===== src/rtl/imem_program_loader_pkg.sv =====
// Shared constants for the instruction-memory program loader: host command bytes,
// legacy 3-bit state encodings, and a helper that decodes the load-in-progress states.
package imem_program_loader_pkg;

   // Host command bytes
   localparam logic [7:0] LDR_CMD_LOAD = 8'h4C;  // 'L'
   localparam logic [7:0] LDR_CMD_RUN  = 8'h52;  // 'R'

   // Loader state encodings
   localparam logic [2:0] LDR_ST_IDLE   = 3'd0;
   localparam logic [2:0] LDR_ST_CNT_HI = 3'd1;
   localparam logic [2:0] LDR_ST_CNT_LO = 3'd2;
   localparam logic [2:0] LDR_ST_DATA   = 3'd3;
   localparam logic [2:0] LDR_ST_CHK    = 3'd4;
   localparam logic [2:0] LDR_ST_RUN    = 3'd5;
   localparam logic [2:0] LDR_ST_HALTED = 3'd6;
   localparam logic [2:0] LDR_ST_ERR    = 3'd7;

   // A load is in progress from the count header through the check step
   function automatic logic ldr_st_busy(input logic [2:0] st);
      return (st >= LDR_ST_CNT_HI) && (st <= LDR_ST_CHK);
   endfunction

endpackage


===== src/rtl/imem_program_loader_word_assembler.sv =====
// Packs a byte stream MSB-first into 32-bit words.
// Ports:
//   clk, reset       clock, asynchronous active-low reset
//   i_clear          discards any partial word (held while not receiving data)
//   i_byte_valid     a byte is presented on i_byte this cycle
//   i_byte           incoming byte
//   o_word_c         {three stored bytes, i_byte}; meaningful while o_word_valid_c
//   o_word_valid_c   the current byte completes a word
module imem_program_loader_word_assembler (
   input  logic        clk,
   input  logic        reset,
   input  logic        i_clear,
   input  logic        i_byte_valid,
   input  logic [7:0]  i_byte,
   output logic [31:0] o_word_c,
   output logic        o_word_valid_c
);

   logic [1:0]  r_idx;
   logic [23:0] r_shift;

   assign o_word_c       = {r_shift, i_byte};
   assign o_word_valid_c = i_byte_valid && !i_clear && (r_idx == 2'd3);

   // Byte index and shift register; wraps naturally after the fourth byte
   always_ff @(posedge clk or negedge reset) begin
      if (!reset) begin
         r_idx   <= 2'd0;
         r_shift <= 24'd0;
      end else if (i_clear) begin
         r_idx   <= 2'd0;
         r_shift <= 24'd0;
      end else if (i_byte_valid) begin
         r_idx   <= r_idx + 2'd1;
         r_shift <= {r_shift[15:0], i_byte};
      end
   end

endmodule


===== src/rtl/imem_program_loader.sv =====
// Instruction-memory program loader: receives a host byte stream, assembles big-endian
// words into instruction memory, holds the core in reset while loading, then releases it
// and watches for halt.
// Optional feature macro: LOADER_CHECKSUM_EN (trailing 8-bit sum byte verified after data).
// Ports:
//   clk, reset                 clock, asynchronous active-low reset
//   i_rx_data/i_rx_valid       host byte stream; accepted when i_rx_valid && o_rx_ready
//   o_rx_ready                 byte acceptance (always 1 out of reset)
//   i_cpu_halt                 core halt indication
//   o_imem_we/addr/wdata       instruction-memory write port
//   o_cpu_reset                active-high core reset
//   o_busy, o_halted, o_error  status
module imem_program_loader
   import imem_program_loader_pkg::*;
#(
   parameter int unsigned ADDR_W = 10,
   parameter int unsigned DEPTH  = 1024
) (
   input  logic              clk,
   input  logic              reset,
   input  logic [7:0]        i_rx_data,
   input  logic              i_rx_valid,
   output logic              o_rx_ready,
   input  logic              i_cpu_halt,
   output logic              o_imem_we,
   output logic [ADDR_W-1:0] o_imem_addr,
   output logic [31:0]       o_imem_wdata,
   output logic              o_cpu_reset,
   output logic              o_busy,
   output logic              o_halted,
   output logic              o_error
);

   logic [2:0]        r_state, w_state_nx;
   logic              r_rx_ready;
   logic              r_cpu_reset, w_cpu_reset_nx;
   logic              r_busy, w_busy_nx;
   logic              r_halted, w_halted_nx;
   logic              r_error, w_error_nx;
   logic              r_we, w_we_nx;
   logic [ADDR_W-1:0] r_addr, w_addr_nx;
   logic [31:0]       r_wdata, w_wdata_nx;
   logic [7:0]        r_cnt_hi, w_cnt_hi_nx;
   logic [15:0]       r_count, w_count_nx;
   logic [15:0]       r_word_idx, w_word_idx_nx;
`ifdef LOADER_CHECKSUM_EN
   logic [7:0]        r_sum, w_sum_nx;
`endif

   logic        w_accept;
   logic [15:0] w_n;
   logic [31:0] w_word_c;
   logic        w_word_valid_c;

   assign w_accept = i_rx_valid && r_rx_ready;
   assign w_n      = {r_cnt_hi, i_rx_data};

   // Assembler only runs in DATA so every load starts word-aligned
   imem_program_loader_word_assembler u_asm (
      .clk           (clk),
      .reset         (reset),
      .i_clear       (r_state != LDR_ST_DATA),
      .i_byte_valid  (w_accept),
      .i_byte        (i_rx_data),
      .o_word_c      (w_word_c),
      .o_word_valid_c(w_word_valid_c)
   );

   // Next-state and next-output logic
   always_comb begin
      w_state_nx    = r_state;
      w_error_nx    = r_error;
      w_we_nx       = 1'b0;
      w_addr_nx     = r_addr;
      w_wdata_nx    = r_wdata;
      w_cnt_hi_nx   = r_cnt_hi;
      w_count_nx    = r_count;
      w_word_idx_nx = r_word_idx;
`ifdef LOADER_CHECKSUM_EN
      w_sum_nx      = r_sum;
`endif

      case (r_state)
         LDR_ST_IDLE, LDR_ST_RUN, LDR_ST_HALTED, LDR_ST_ERR: begin
            // A load command takes priority over a coincident halt
            if (w_accept && (i_rx_data == LDR_CMD_LOAD)) begin
               w_state_nx = LDR_ST_CNT_HI;
               w_error_nx = 1'b0;
`ifdef LOADER_CHECKSUM_EN
               w_sum_nx   = 8'd0;
`endif
            end else if (w_accept && (i_rx_data == LDR_CMD_RUN) &&
                         ((r_state == LDR_ST_IDLE) || (r_state == LDR_ST_ERR))) begin
               w_state_nx = LDR_ST_RUN;
            end else if ((r_state == LDR_ST_RUN) && i_cpu_halt) begin
               w_state_nx = LDR_ST_HALTED;
            end
         end
         LDR_ST_CNT_HI: begin
            if (w_accept) begin
               w_cnt_hi_nx = i_rx_data;
               w_state_nx  = LDR_ST_CNT_LO;
            end
         end
         LDR_ST_CNT_LO: begin
            if (w_accept) begin
               w_count_nx    = w_n;
               w_word_idx_nx = 16'd0;
               // Oversized images are rejected here so the address never wraps
               if (32'(w_n) > DEPTH) begin
                  w_state_nx = LDR_ST_ERR;
                  w_error_nx = 1'b1;
               end else if (w_n == 16'd0) begin
                  w_state_nx = LDR_ST_CHK;
               end else begin
                  w_state_nx = LDR_ST_DATA;
               end
            end
         end
         LDR_ST_DATA: begin
`ifdef LOADER_CHECKSUM_EN
            if (w_accept) w_sum_nx = r_sum + i_rx_data;
`endif
            if (w_word_valid_c) begin
               w_we_nx       = 1'b1;
               w_addr_nx     = ADDR_W'(r_word_idx);
               w_wdata_nx    = w_word_c;
               w_word_idx_nx = r_word_idx + 16'd1;
               if (r_word_idx == (r_count - 16'd1)) w_state_nx = LDR_ST_CHK;
            end
         end
         LDR_ST_CHK: begin
`ifdef LOADER_CHECKSUM_EN
            if (w_accept) begin
               if (i_rx_data == r_sum) begin
                  w_state_nx = LDR_ST_RUN;
               end else begin
                  w_state_nx = LDR_ST_ERR;
                  w_error_nx = 1'b1;
               end
            end
`else
            w_state_nx = LDR_ST_RUN;
`endif
         end
         default: w_state_nx = LDR_ST_IDLE;
      endcase

      // Status outputs follow the destination state so they change on the transition edge
      w_busy_nx      = ldr_st_busy(w_state_nx);
      w_halted_nx    = (w_state_nx == LDR_ST_HALTED);
      w_cpu_reset_nx = !((w_state_nx == LDR_ST_RUN) || (w_state_nx == LDR_ST_HALTED));
   end

   // State and output registers
   always_ff @(posedge clk or negedge reset) begin
      if (!reset) begin
         r_state     <= LDR_ST_IDLE;
         r_rx_ready  <= 1'b0;
         r_cpu_reset <= 1'b1;
         r_busy      <= 1'b0;
         r_halted    <= 1'b0;
         r_error     <= 1'b0;
         r_we        <= 1'b0;
         r_addr      <= '0;
         r_wdata     <= 32'd0;
         r_cnt_hi    <= 8'd0;
         r_count     <= 16'd0;
         r_word_idx  <= 16'd0;
`ifdef LOADER_CHECKSUM_EN
         r_sum       <= 8'd0;
`endif
      end else begin
         r_state     <= w_state_nx;
         r_rx_ready  <= 1'b1;
         r_cpu_reset <= w_cpu_reset_nx;
         r_busy      <= w_busy_nx;
         r_halted    <= w_halted_nx;
         r_error     <= w_error_nx;
         r_we        <= w_we_nx;
         r_addr      <= w_addr_nx;
         r_wdata     <= w_wdata_nx;
         r_cnt_hi    <= w_cnt_hi_nx;
         r_count     <= w_count_nx;
         r_word_idx  <= w_word_idx_nx;
`ifdef LOADER_CHECKSUM_EN
         r_sum       <= w_sum_nx;
`endif
      end
   end

   assign o_rx_ready   = r_rx_ready;
   assign o_cpu_reset  = r_cpu_reset;
   assign o_busy       = r_busy;
   assign o_halted     = r_halted;
   assign o_error      = r_error;
   assign o_imem_we    = r_we;
   assign o_imem_addr  = r_addr;
   assign o_imem_wdata = r_wdata;

endmodule


===== config.mk =====
export PLATFORM = sky130hd
export DESIGN_NAME = imem_program_loader
export DESIGN_NICKNAME = d
export VERILOG_FILES = /design/src/rtl/imem_program_loader_pkg.sv /design/src/rtl/imem_program_loader_word_assembler.sv /design/src/rtl/imem_program_loader.sv
export SDC_FILE = /design/constraint.sdc
export NUM_CORES = 1
export LEC_CHECK = 0
export CAP_MARGIN = 20
export CORE_AREA = 2 2 115 117
export CTS_CLUSTER_SIZE = 14
export DETAILED_ROUTE_END_ITERATION = 10
export DIE_AREA = 0 0 117 119
export SETUP_SLACK_MARGIN = 0.02
export SYNTH_ARGS = -nofsm -noshare
export SYNTH_HDL_FRONTEND = slang
export SYNTH_HIERARCHICAL = 1
export SYNTH_SLANG_ARGS = --single-unit

===== constraint.sdc =====
create_clock -name clk -period 3.1 [get_ports clk]
set_input_delay 0.31 -clock clk [delete_from_list [all_inputs] [get_ports clk]]
set_output_delay 0.31 -clock clk [all_outputs]
set_load 0.01 [all_outputs]

==> results of run 1 <==
## through the flow
stage / cell area [sq um] / hold slack, ns / setup slack [ns]
after floorplan: 5560 / 0.0144 / 0.427
after global placement: 6250 / 0.451 / 0.362
after detailed placement: 6250 / 0.459 / 0.306
after CTS: 6810 / 0.0216 / 0.484
after global routing: 6810 / 0.0372 / 0.270
final: 6810 / -0.0417 / 0.474
## synth_stat cells, types with 2 or more instances
cell	number	area share
nor2b_1	6	0.0068
nor4_1	3	0.0034
and3_1	4	0.0045
mux2_2	24	0.049
or3_1	6	0.0068
clkbuf_1	14	0.0095
nand3b_1	2	0.0027
xnor2_1	19	0.030
o22ai_1	2	0.0022
o21ai_0	11	0.0099
buf_4	8	0.011
buf_6	2	0.0041
nor3_1	11	0.0099
a22o_1	3	0.0047
a31oi_1	5	0.0056
ha_1	3	0.0068
a21o_1	2	0.0027
or2_2	3	0.0034
buf_2	6	0.0054
nor2_1	51	0.034
mux2i_1	27	0.049
nand2b_1	3	0.0034
buf_12	2	0.0072
buf_1	4	0.0027
nand4_1	10	0.011
dfrtp_1	116	0.52
and3b_1	3	0.0047
a21oi_1	8	0.0072
a21boi_0	2	0.0027
xor2_1	13	0.020
nand2_1	147	0.099
nand3_1	5	0.0045
nor4_4	2	0.0077
o211ai_1	2	0.0027
inv_1	7	0.0047
## cell families (layout without fill, tap and decap cells)
group / count (synthesis) / in the layout / synth area share
and+or+nand+nor: 265 / 265 / 0.217
muxes: 51 / 51 / 0.0972
other: 1 / 1 / 0.000674
xor gates and xnor gates: 32 / 32 / 0.0504
adders and majority gates: 3 / 3 / 0.00675
AOI/OAI and AO/OA: 46 / 46 / 0.0565
buffers and inverters: 43 / 109 / 0.0443
DFF: 117 / 117 / 0.527
## where the power goes
group | internal, mW | leakage [nW] | switching [mW] | total, mW
registers | 1.91 | 1.56 | 0.415 | 2.32
logic | 0.891 | 1.28 | 0.778 | 1.67
clock network | 1.13 | 0.270 | 0.725 | 1.86
## final cells by class
type / count / area (sq um)
clock inverters: 13 / 124
fillers: 1193 / 6060
clock buffers: 19 / 443
inverters: 7 / 26.3
multi-input cells: 398 / 2390
well taps: 176 / 220
flip-flops and latches: 117 / 2930
repair buffers: 70 / 683
## routing by layer
layer / track usage / vias up
met3: 0.0504 / 12
met5: 0 / -
li1: - / 1973
met1: 0.276 / 2033
met2: 0.307 / 96
met4: 0.0684 / 0
## cells in the final DEF, fill, tap and decap left out, types with 4 or more instances in the layout
master           count
xor2_1              13
clkdlybuf4s50_1     58
and3_1               4
or3_1                6
mux2i_1             27
inv_1                7
nand3_1              5
xnor2_1             19
clkinv_4             4
nor2b_1              6
buf_4               11
nor3_1              11
a21oi_1              8
dfrtp_1            116
mux2_2              24
a31oi_1              5
nand2_1            147
nor2_1              50
nand4_1             10
o21ai_0             11
clkbuf_16           17
## worst max-delay path, stage by stage, from the launching register on
cell      delay (ns)
dfrtp_1         0.43
inv_1           0.10
ha_1            0.26
nor4b_2         0.49
a211o_1         0.20
and3_1          0.14
o22ai_1         0.11
nor4_4          0.39
a31oi_1         0.21
a211oi_2        0.22
## sequential cells by signal, indices dropped and copies added (netlist names)
register       count
u_asm/r_shift     24
o_imem_wdata      32
o_busy             1
o_imem_we          1
o_halted           1
r_cnt_hi           8
u_asm/r_idx        2
r_word_idx        16
r_state            3
o_imem_addr       10
o_cpu_reset        1
r_count           16
o_error            1
o_rx_ready         1
## path summary, 6_finish.rpt
| check | from | to | slack (ns) | cells past startpoint |
|---|---|---|---|---|
| max | r_count[0]$_DFFE_PN0P_ | o_halted$_DFF_PN0_ | 0.47 | 9 |
| min | reset | o_imem_addr[3]$_DFFE_PN0P_ | -0.04 | 2 |
| max reg2reg | r_count[0]$_DFFE_PN0P_ | o_halted$_DFF_PN0_ | 0.47 | 9 |
| min reg2reg | o_imem_addr[6]$_DFFE_PN0P_ | o_imem_addr[6]$_DFFE_PN0P_ | 0.47 | 2 |
| max in group asynchronous | reset | r_count[14]$_DFFE_PN0P_ | 2.64 | 2 |
| min in group clk | o_imem_addr[6]$_DFFE_PN0P_ | o_imem_addr[6]$_DFFE_PN0P_ | 0.47 | 2 |
==> results summary, run 1 <==
The flow ran to the end, but the final reports show violations. The checks that failed: negative hold slack. The final-layout setup total negative slack came out at 0 ns. VDD sags by at most between 0.4 and 0.5 mV. Setup repair after global routing left no endpoint under its margin. The number of buffers added on ports came out at 59. Data on the critical path is required at its endpoint by 3.42 ns. Detailed routing placed a total of roughly 550 microns of wire on met3. The remaining number of nets flagged by the antenna check after routing came out at 0. The post-CTS setup repair buffer count is 0. The effective utilization at floorplan is 0.432. The net total in the final layout is roughly 630. The total setup violations reported at the end of the flow is 0. The initial antenna violation count came out at 0. The clock passes through at most 2 buffers. The CTS buffer count came out at 17. The detailed-routing iteration count for the pre-antenna-repair pass came out at 5. The count of final max-slew check failures was 0. TritonCTS built the clock tree.

The die height came out at around 120 microns. Entering global routing, the biggest net connects 118 pins. The routed metal-1 wirelength came out at between 5000 and 6000 microns.

For the pin with the worst max-slew slack, the measured transition is roughly 0.64 ns. Summed over all cells, the static leakage comes to roughly 3.1 nW. The placeable core region came out at ~13000 sq um. The worst-skew pair later-pin latency came out at just over 0.4 ns. The shortest period the worst path allows is 2.63 ns. The number of distinct library cell variants in the gate-level netlist after synthesis is 57. The number of core rows is 42. The count of inserted antenna diode cells is 0. The met2 routed wirelength is around 6200 microns.

The hold-fix buffer count after cts is 0. The uppermost layer routed is met4. The detailed-route via count came out at 4114. Power comes to 5.85 mW. The floorplan step defined a die boundary enclosing 13900 sq um. The post-route clock skew came out at 0.00691 ns.

The clock-pin slew on the worst setup and hold paths came out at 0.05 ns. The worst hold slack after final layout is -0.0417 ns. The synthesis warning total is 6. Once layout is complete, the cells apart from fillers number 800. The count of flip-flops with a built-in enable after synthesis came out at 0. Across every metal layer, demand over resource in global routing totals 0.200. CTS placed an instance of clkbuf_16 at the clock tree root.

The reported max-cap violation count came out at 0. The number of register bits inferred by synthesis is 117. The highest fanout seen on the critical path came out at 7. The synthesized netlist occupies a cell area of 5560 sq um. The min-delay analysis places its worst path in the category primary input to async pin. The I/O pin total is 60.

The final design utilization came out at 0.529. In the final layout, the share of cells above drive strength 1 is 0.130. The fraction of registers with async set/reset is 1.00. The achievable frequency is 381 MHz. The final RePlAce weighted congestion came out at 0.865. The number of clock sinks came out at 117. The total nets after synthesis came out at 573. The post-detailed-placement half-perimeter wirelength came out at approximately 8500 microns.

The routed design has around 13000 microns of wire. The number of H-tree levels came out at 4. STA classifies the critical path endpoint as a register.

The number of cells after detailed placement came out at 768. The path type of the worst setup path is register to register. The worst setup path is launched from a register. The flip-flop cell with the highest count after synthesis is dfrtp_1. The routed wirelength normalized by instance count is 15.9 microns. The number of vias per cell after detailed routing is 5.14. The sequential cell area fraction in the yosys report is 0.527. The post-CTS resize count is 0. The total power per unit cell area came out at 858 nW/um^2.

The worst max-slew margin expressed relative to the limit came out at 0.571. For this run the aggregate overflow at the end of global routing stands at 0. The number of endpoints with negative hold slack in the final report is 18. The area growth from synthesis to layout is 22.5%.

The die is 117 microns wide. Each instance of the synthesized netlist takes up on average 9.96 sq um. The arrival time at the worst endpoint is between 2 and 3 ns. The number of DRC violations after detailed-routing iteration 0 came out at 230. The post-synthesis instance total came out at 558. The number of global-route vias before repair came out at 4240. The post-detailed-route DRC marker count came out at 0.

The post-route fraction of the period consumed by the critical path came out at 0.847. The first-pass GRT wire length is 21700 microns.
No activity file was read; power rests on OpenSTA's default activity.
==> inputs of run 2 (changes only) <==
- PLACE_DENSITY: not set -> 0.67
- clock period: 3.1 -> 2.2 ns (I/O delays scaled with it)
==> run 2 against run 1 <==
The flow finishes with violations (negative setup slack). Combinational power is 110% higher. Routed wire length grew 9.0%. Core utilization increased by 6.6 points. First-iteration DRC count rose by 37%. Sequential power rose by 34%. Highest routed layer unchanged.
==> results summary, run 2 (synthesis results as in run 1) <==
The routed wirelength normalized by instance count came out at 16.0 microns (was 15.9 microns). The post-detailed-route DRC marker count is 0 (unchanged). The static leakage is 3.53 nW (was 3.11 nW). The root buffer selected by CTS is clkbuf_16 (unchanged). The clock-pin slew on the worst setup and hold paths is 0.05 ns (about the same). The initial antenna violation count came to 0 (unchanged). The worst stage delay on the critical path came out at 0.50 ns (was 0.49 ns). The post-route clock skew came out at 0.00699 ns (was 0.00691 ns). The die area is 13900 sq um (unchanged). The placeable core region is 12900 sq um (unchanged). The shortest period the worst path allows came to 2.31 ns (was 2.63 ns). By instance count, the cell type seen most on the critical path is a31oi_4. The final cell count without fillers came to 867 (was 800).

The slew at the pin closest to its max-slew limit came out at 0.648 ns (was 0.644 ns). The total power per unit cell area came out at 1260 nW/um^2 (was 858 nW/um^2). The effective utilization at floorplan came to 0.432 (unchanged). The number of cells after detailed placement came out at 822 (was 768). The reported max-cap violation count is 0 (unchanged). Outcome: finished, violations left (unchanged). The fraction of final layout cells with drive strength greater than 1 is 0.255 (was 0.130). The post-synthesis to final-layout area growth is 37.8% (was 22.5%). Setup repair after global routing missed its margin: yes (was no).

The net total in the final layout is 693 (was 626). The endpoint required time on the critical path is 2.53 ns (was 3.42 ns). Most frequent cells in the layout: nand2_1 (146), dfrtp_1 (116), buf_4 (72) (was nand2_1 (147), dfrtp_1 (116), clkdlybuf4s50_1 (58)).

The number of core rows came out at 42 (unchanged). The final routed wirelength across all metal layers is 13900 microns (was 12800 microns). The count of inserted antenna diode cells came to 0 (unchanged). The maximum number of pins on one net before global-route repair is 49 (was 118). The highest fanout seen on the critical path came out at 3 (was 7). The number of global-route vias before repair is 4347 (was 4240). The number of H-tree levels came out at 4 (unchanged). The post-detailed-placement cell area came out at 6710 sq um (was 6250 sq um). The number of buffers added on ports is 59 (unchanged). The width of the die was 117 microns (unchanged). The most common cell after layout, fill and taps aside was nand2_1 (unchanged).

The post-detailed-placement half-perimeter wirelength was 9710 microns (was 8550 microns). The remaining number of nets flagged by the antenna check after routing is 0 (unchanged). The launching element type of the critical path was a register (unchanged).

The die height came out at 119 microns (unchanged). The arrival time at the worst endpoint was 2.64 ns (was 2.95 ns). The detailed-routing iteration count for the pre-antenna-repair pass is 6 (was 5). The worst hold slack after final layout came to 0.374 ns (was -0.0417 ns). Cells along the critical path: or3_4, or4_4, o32ai_4, a31oi_4, nor4_4, buf_6, a31oi_4, a211oi_2 (was inv_1, ha_1, nor4b_2, a211o_1, and3_1, o22ai_1, nor4_4, a31oi_1, a211oi_2). The kind of path behind the tightest hold check is primary input to async pin (unchanged). The number of vias per cell after detailed routing is 5.14 (about the same).

The number of buffers on the longest clock path came to 2 (unchanged). The number of DRC violations after detailed-routing iteration 0 came out at 314 (was 230). The master of the slowest instance on the critical path is or4_4 (was nor4b_2). The achievable frequency was 433 MHz (was 381 MHz). The count of final max-slew check failures is 0 (unchanged).

The I/O pin total came out at 60 (unchanged). Violated checks: negative setup slack (was negative hold slack). The endpoint kind of the worst setup timing path is a register (unchanged). The design area came out at 7660 sq um (was 6810 sq um). The final worst-path setup slack is -0.110 ns (was 0.474 ns).

The number of flip-flops in the largest register came out at 32 (unchanged). The residual overflow from global routing was 0 (unchanged). The overall fraction of global-route tracks in use came out at 0.213 (was 0.200).

The highest ir drop seen on vdd came out at 0.692 mV (was 0.448 mV). The post-route fraction of the period consumed by the critical path came out at 1.05 (was 0.847). The clock tree from TritonCTS is yes (unchanged).

The number of clock sinks was 117 (unchanged). The worst max-slew margin expressed relative to the limit came out at 0.561 (was 0.571). The total setup violations reported at the end of the flow is 5 (was 0). The worst-skew pair later-pin latency came to 0.42 ns (was 0.41 ns).

The first-pass GRT wire length came out at 22500 microns (was 21700 microns). The path type of the worst setup path is register to register (unchanged). The final RePlAce weighted congestion is 0.845 (was 0.865).

The number of endpoints with negative hold slack in the final report is 0 (was 18). The CTS buffer count is 17 (unchanged). The detailed-route via count came out at 4459 (was 4114).
[run 2: cell types whose count changed in the layout (fill, tap and decap cells not counted), sizes merged]
| cell | before | now |
|---|---|---|
| clkinv | 6 | 5 |
| buf | 12 | 78 |
| bufinv | 1 | 5 |
| dlygate4sd3 | 0 | 1 |
| inv | 10 | 8 |
| clkinvlp | 3 | 2 |
[run 2: cell type report]
class                   instances  area, sq um
repair buffers                137         1220
clock buffers                  19          453
inverters                       7         28.8
well taps                     176          220
clock inverters                13          203
flip-flops and latches        117         2930
fillers                      1064         5210
multi-input cells             398         2610
[run 2: path summary, 6_finish.rpt]
kind | cells after the start | startpoint | slack, ns | to
min in group clk | 2 | o_imem_addr[4]$_DFFE_PN0P_ | 0.47 | o_imem_addr[4]$_DFFE_PN0P_
max in group asynchronous | 3 | reset | 1.11 | o_cpu_reset$_DFF_PN1_
hold reg to reg | 2 | o_imem_addr[4]$_DFFE_PN0P_ | 0.47 | o_imem_addr[4]$_DFFE_PN0P_
setup / recovery | 8 | r_count[2]$_DFFE_PN0P_ | -0.11 | o_halted$_DFF_PN0_
hold / removal | 2 | reset | 0.37 | o_imem_addr[0]$_DFFE_PN0P_
setup reg to reg | 8 | r_count[2]$_DFFE_PN0P_ | -0.11 | o_halted$_DFF_PN0_
[run 2: critical path: cells and delay by family (launching register included)]
family / cells / cell delay (ns)
buf+inv: 1 / 0.17
compound gates: 4 / 0.54
flops: 1 / 0.38
simple gates: 3 / 1.14
[run 2: repair_timing]
item,4_1_cts,5_1_grt
hold endpoints to repair,44,0
cloned,0,0
endpoints found under the setup margin,6,7
resized for setup,12,26
hold buffers,1,0
setup buffers,10,2
pin swaps,7,16
[run 2: power breakdown]
part	internal, mW	switching [mW]	total, mW
Combinational	1.87	1.60	3.47
Clock	2.06	0.986	3.05
Sequential	2.69	0.412	3.11
[run 2: layer usage]
| metal | global-route usage | part of all wire | vias to the layer above | wire length, microns |
|---|---|---|---|---|
| li1 | - | - | 2123 | - |
| met1 | 0.280 | 0.44 | 2200 | 6140 |
| met2 | 0.338 | 0.49 | 112 | 6860 |
| met3 | 0.0595 | 0.043 | 24 | 595 |
| met4 | 0.0721 | 0.022 | 0 | 303 |
| met5 | 0 | 0 | - | 0 |
[run 2: stage by stage]
step                total power [mW]  TNS (ns)   util  setup WS (ns)
finish                          9.63    -0.387  0.595         -0.110
global route                    10.1    -0.755  0.595         -0.184
CTS                             9.42    -0.322  0.584         -0.116
detailed placement              6.09     -2.01  0.521         -0.398
global placement                6.00     -1.72  0.521         -0.346
floorplan                       4.74    -0.425      -         -0.115
==> inputs of run 3 (changes only) <==
- CELL_PAD_IN_SITES_DETAIL_PLACEMENT: not set -> 1
- CELL_PAD_IN_SITES_GLOBAL_PLACEMENT: not set -> 1
- CORE_AREA: 2 2 115 117 -> 2 2 121 123
- DIE_AREA: 0 0 117 119 -> 0 0 123 125
- PLACE_DENSITY: 0.67 -> not set
- PLACE_DENSITY_LB_ADDON: not set -> 0.1
- TNS_END_PERCENT: not set -> 1
==> run 3 against run 2 <==
The run still ends with negative setup slack left. Clock skew up 0.0026 ns. Setup slack better by 0.0068 ns. Worst hold slack worse by 0.050 ns.
==> results summary, run 3 (synthesis results as in run 1) <==
Outcome: finished, violations left (unchanged). Violated checks: negative setup slack (unchanged). The I/O pin total is 60 (unchanged). The most common cell after layout, fill and taps aside was nand2_1 (unchanged). The slew at the pin closest to its max-slew limit came out at 0.548 ns (was 0.648 ns). The effective utilization at floorplan came out at 0.391 (was 0.432). The post-route fraction of the period consumed by the critical path was 1.05 (about the same). The number of buffers on the longest clock path is 2 (unchanged). The number of H-tree levels came out at 4 (unchanged).

The static leakage came out at 3.49 nW (was 3.53 nW). The largest delay contributor family on the critical path is simple AND/OR/NAND/NOR gates (unchanged). The master of the slowest instance on the critical path is or4_4 (unchanged). The first-pass GRT wire length is 25800 microns (was 22500 microns).

The buffering stage count on the worst path with inverters included came out at 2 (was 1). The clock tree from TritonCTS is yes (unchanged). The worst-skew pair later-pin latency came out at 0.43 ns (was 0.42 ns).

The endpoint required time on the critical path came out at 2.53 ns (about the same). The achievable frequency came out at 434 MHz (was 433 MHz). The total setup violations reported at the end of the flow was 5 (unchanged). The initial antenna violation count was 0 (unchanged).

The number of buffers added on ports came out at 59 (unchanged). The die area is 15400 sq um (was 13900 sq um). The highest ir drop seen on vdd came to 0.690 mV (was 0.692 mV). Setup repair after global routing missed its margin: yes (unchanged). The worst stage delay on the critical path is 0.50 ns (about the same). The instance count on the critical path is 9 (was 8). The cell occurring most often along the worst timing path is a31oi_4 (unchanged).

The final routed wirelength across all metal layers is 15700 microns (was 13900 microns). The placeable core region is 14200 sq um (was 12900 sq um). The post-detailed-placement half-perimeter wirelength is 10800 microns (was 9710 microns). The final RePlAce weighted congestion is 0.884 (was 0.845). The number of global-route vias before repair came out at 4976 (was 4347). The CTS buffer count is 17 (unchanged).

The final-layout setup total negative slack is -0.280 ns (was -0.387 ns). The design area came to 7600 sq um (was 7660 sq um). The width of the die is 123 microns (was 117 microns).

The number of vias per cell after detailed routing came out at 5.08 (was 5.14). The highest fanout seen on the critical path came out at 5 (was 3). The post-detailed-route DRC marker count is 0 (unchanged).

The depth of the most critical reg-to-reg path is 9 (was 8). The net total in the final layout was 694 (was 693). The arrival time at the worst endpoint was 2.64 ns (about the same). The final design utilization is 0.535 (was 0.595). The number of core rows came out at 44 (was 42).

The detailed-routing iteration count for the pre-antenna-repair pass came out at 4 (was 6). The routed wirelength normalized by instance count came out at 17.9 microns (was 16.0 microns). The final worst-path setup slack came out at -0.103 ns (was -0.110 ns). The kind of path behind the tightest hold check is primary input to async pin (unchanged). The die height is 125 microns (was 119 microns). The fraction of final layout cells with drive strength greater than 1 is 0.250 (was 0.255). The total power per unit cell area came out at 1230 nW/um^2 (was 1260 nW/um^2). The overall fraction of global-route tracks in use was 0.220 (was 0.213).

The number of endpoints with negative hold slack in the final report came out at 0 (unchanged). The count of final max-slew check failures came out at 0 (unchanged). The minimum setup slack among reg-to-reg paths is -0.10 ns (was -0.11 ns). Most frequent cells in the layout: nand2_1 (146), dfrtp_1 (116), buf_4 (72) (unchanged).

The clock-pin slew on the worst setup and hold paths came out at 0.05 ns (about the same). The total power consumption of the routed design was 9.35 mW (was 9.63 mW). The number of clock sinks came out at 117 (unchanged). Cells along the critical path: buf_4, or2_4, or4_4, o32ai_4, a31oi_4, nor4_4, buf_6, a31oi_4, a211oi_2 (was or3_4, or4_4, o32ai_4, a31oi_4, nor4_4, buf_6, a31oi_4, a211oi_2). The maximum number of pins on one net before global-route repair came to 44 (was 49).

The reported max-cap violation count is 0 (unchanged). The post-route clock skew came out at 0.00962 ns (was 0.00699 ns). The worst max-slew margin expressed relative to the limit came out at 0.634 (was 0.561). The path type of the worst setup path is register to register (unchanged). The count of inserted antenna diode cells is 0 (unchanged). The remaining number of nets flagged by the antenna check after routing was 0 (unchanged). The shortest period the worst path allows was 2.30 ns (was 2.31 ns). The number of DRC violations after detailed-routing iteration 0 was 204 (was 314).

The detailed-route via count is 4453 (was 4459). The post-synthesis to final-layout area growth came to 36.7% (was 37.8%). The residual overflow from global routing is 0 (unchanged).

The launching element type of the critical path is a register (unchanged). The number of flip-flops in the largest register came out at 32 (unchanged). The endpoint kind of the worst setup timing path is a register (unchanged).

The root buffer selected by CTS is clkbuf_16 (unchanged). The post-detailed-placement cell area is 6760 sq um (was 6710 sq um).
-- run 3: cell types whose count changed in the layout (fill, tap and decap cells not counted), moves of 2 or more --
cell        delta
nor3_2         +2
nor3_1         -2
bufinv_16      -3
nor2b_1        +2
nor2b_2        -2
clkinv_2       -2
clkbuf_1       +2
clkinvlp_4     +2
-- run 3: routing by layer --
metal | share of wire | track usage | vias to the layer above | wire, microns
li1 | - | - | 2102 | -
met1 | 0.44 | 0.283 | 2260 | 6960
met2 | 0.51 | 0.366 | 70 | 8070
met3 | 0.028 | 0.0506 | 21 | 442
met4 | 0.015 | 0.0722 | 0 | 239
met5 | 0 | 0 | - | 0
-- run 3: cell type report --
class                      instances  area [sq um]
sequential                       117          2930
inverter                           7          28.8
clock inverter                    11           126
clock buffer                      21           460
tap                              184           230
fill                            1581          6600
multi-input combinational        398          2600
timing repair buffer             138          1230
-- run 3: worst paths after layout --
check,from,end
max,r_count[0]$_DFFE_PN0P_,o_halted$_DFF_PN0_
min reg2reg,o_imem_wdata[16]$_DFFE_PN0P_,o_imem_wdata[16]$_DFFE_PN0P_
max reg2reg,r_count[0]$_DFFE_PN0P_,o_halted$_DFF_PN0_
max in group asynchronous,reset,o_cpu_reset$_DFF_PN1_
min in group clk,o_imem_wdata[16]$_DFFE_PN0P_,o_imem_wdata[16]$_DFFE_PN0P_
min,reset,o_imem_addr[4]$_DFFE_PN0P_
-- run 3: worst register-to-register path, cell delays in order, from the launching register on --
cell      delay (ns)
dfrtp_1         0.38
buf_4           0.17
or2_4           0.23
or4_4           0.50
o32ai_4         0.14
a31oi_4         0.06
nor4_4          0.23
buf_6           0.17
a31oi_4         0.12
a211oi_2        0.22
-- run 3: what timing repair did --
action,CTS,global route
gates resized for setup,14,23
hold endpoints to repair,36,0
setup endpoints to repair,6,14
buffers inserted,3,4
hold buffers,1,0
pin swaps,5,16
-- run 3: stage by stage --
step	cells	hold WS, ns	setup WS [ns]
after floorplan	558	-0.0756	-0.115
after global placement	836	0.230	-0.281
after detailed placement	836	0.236	-0.348
after CTS	872	0.332	-0.0829
after global routing	876	0.359	-0.197
final	876	0.323	-0.103
-- run 3: power breakdown --
part | total (mW) | switching, mW | leakage [nW] | internal [mW]
clock | 2.74 | 1.02 | 0.276 | 1.73
sequential | 3.12 | 0.429 | 1.56 | 2.69
combinational | 3.48 | 1.62 | 1.66 | 1.86
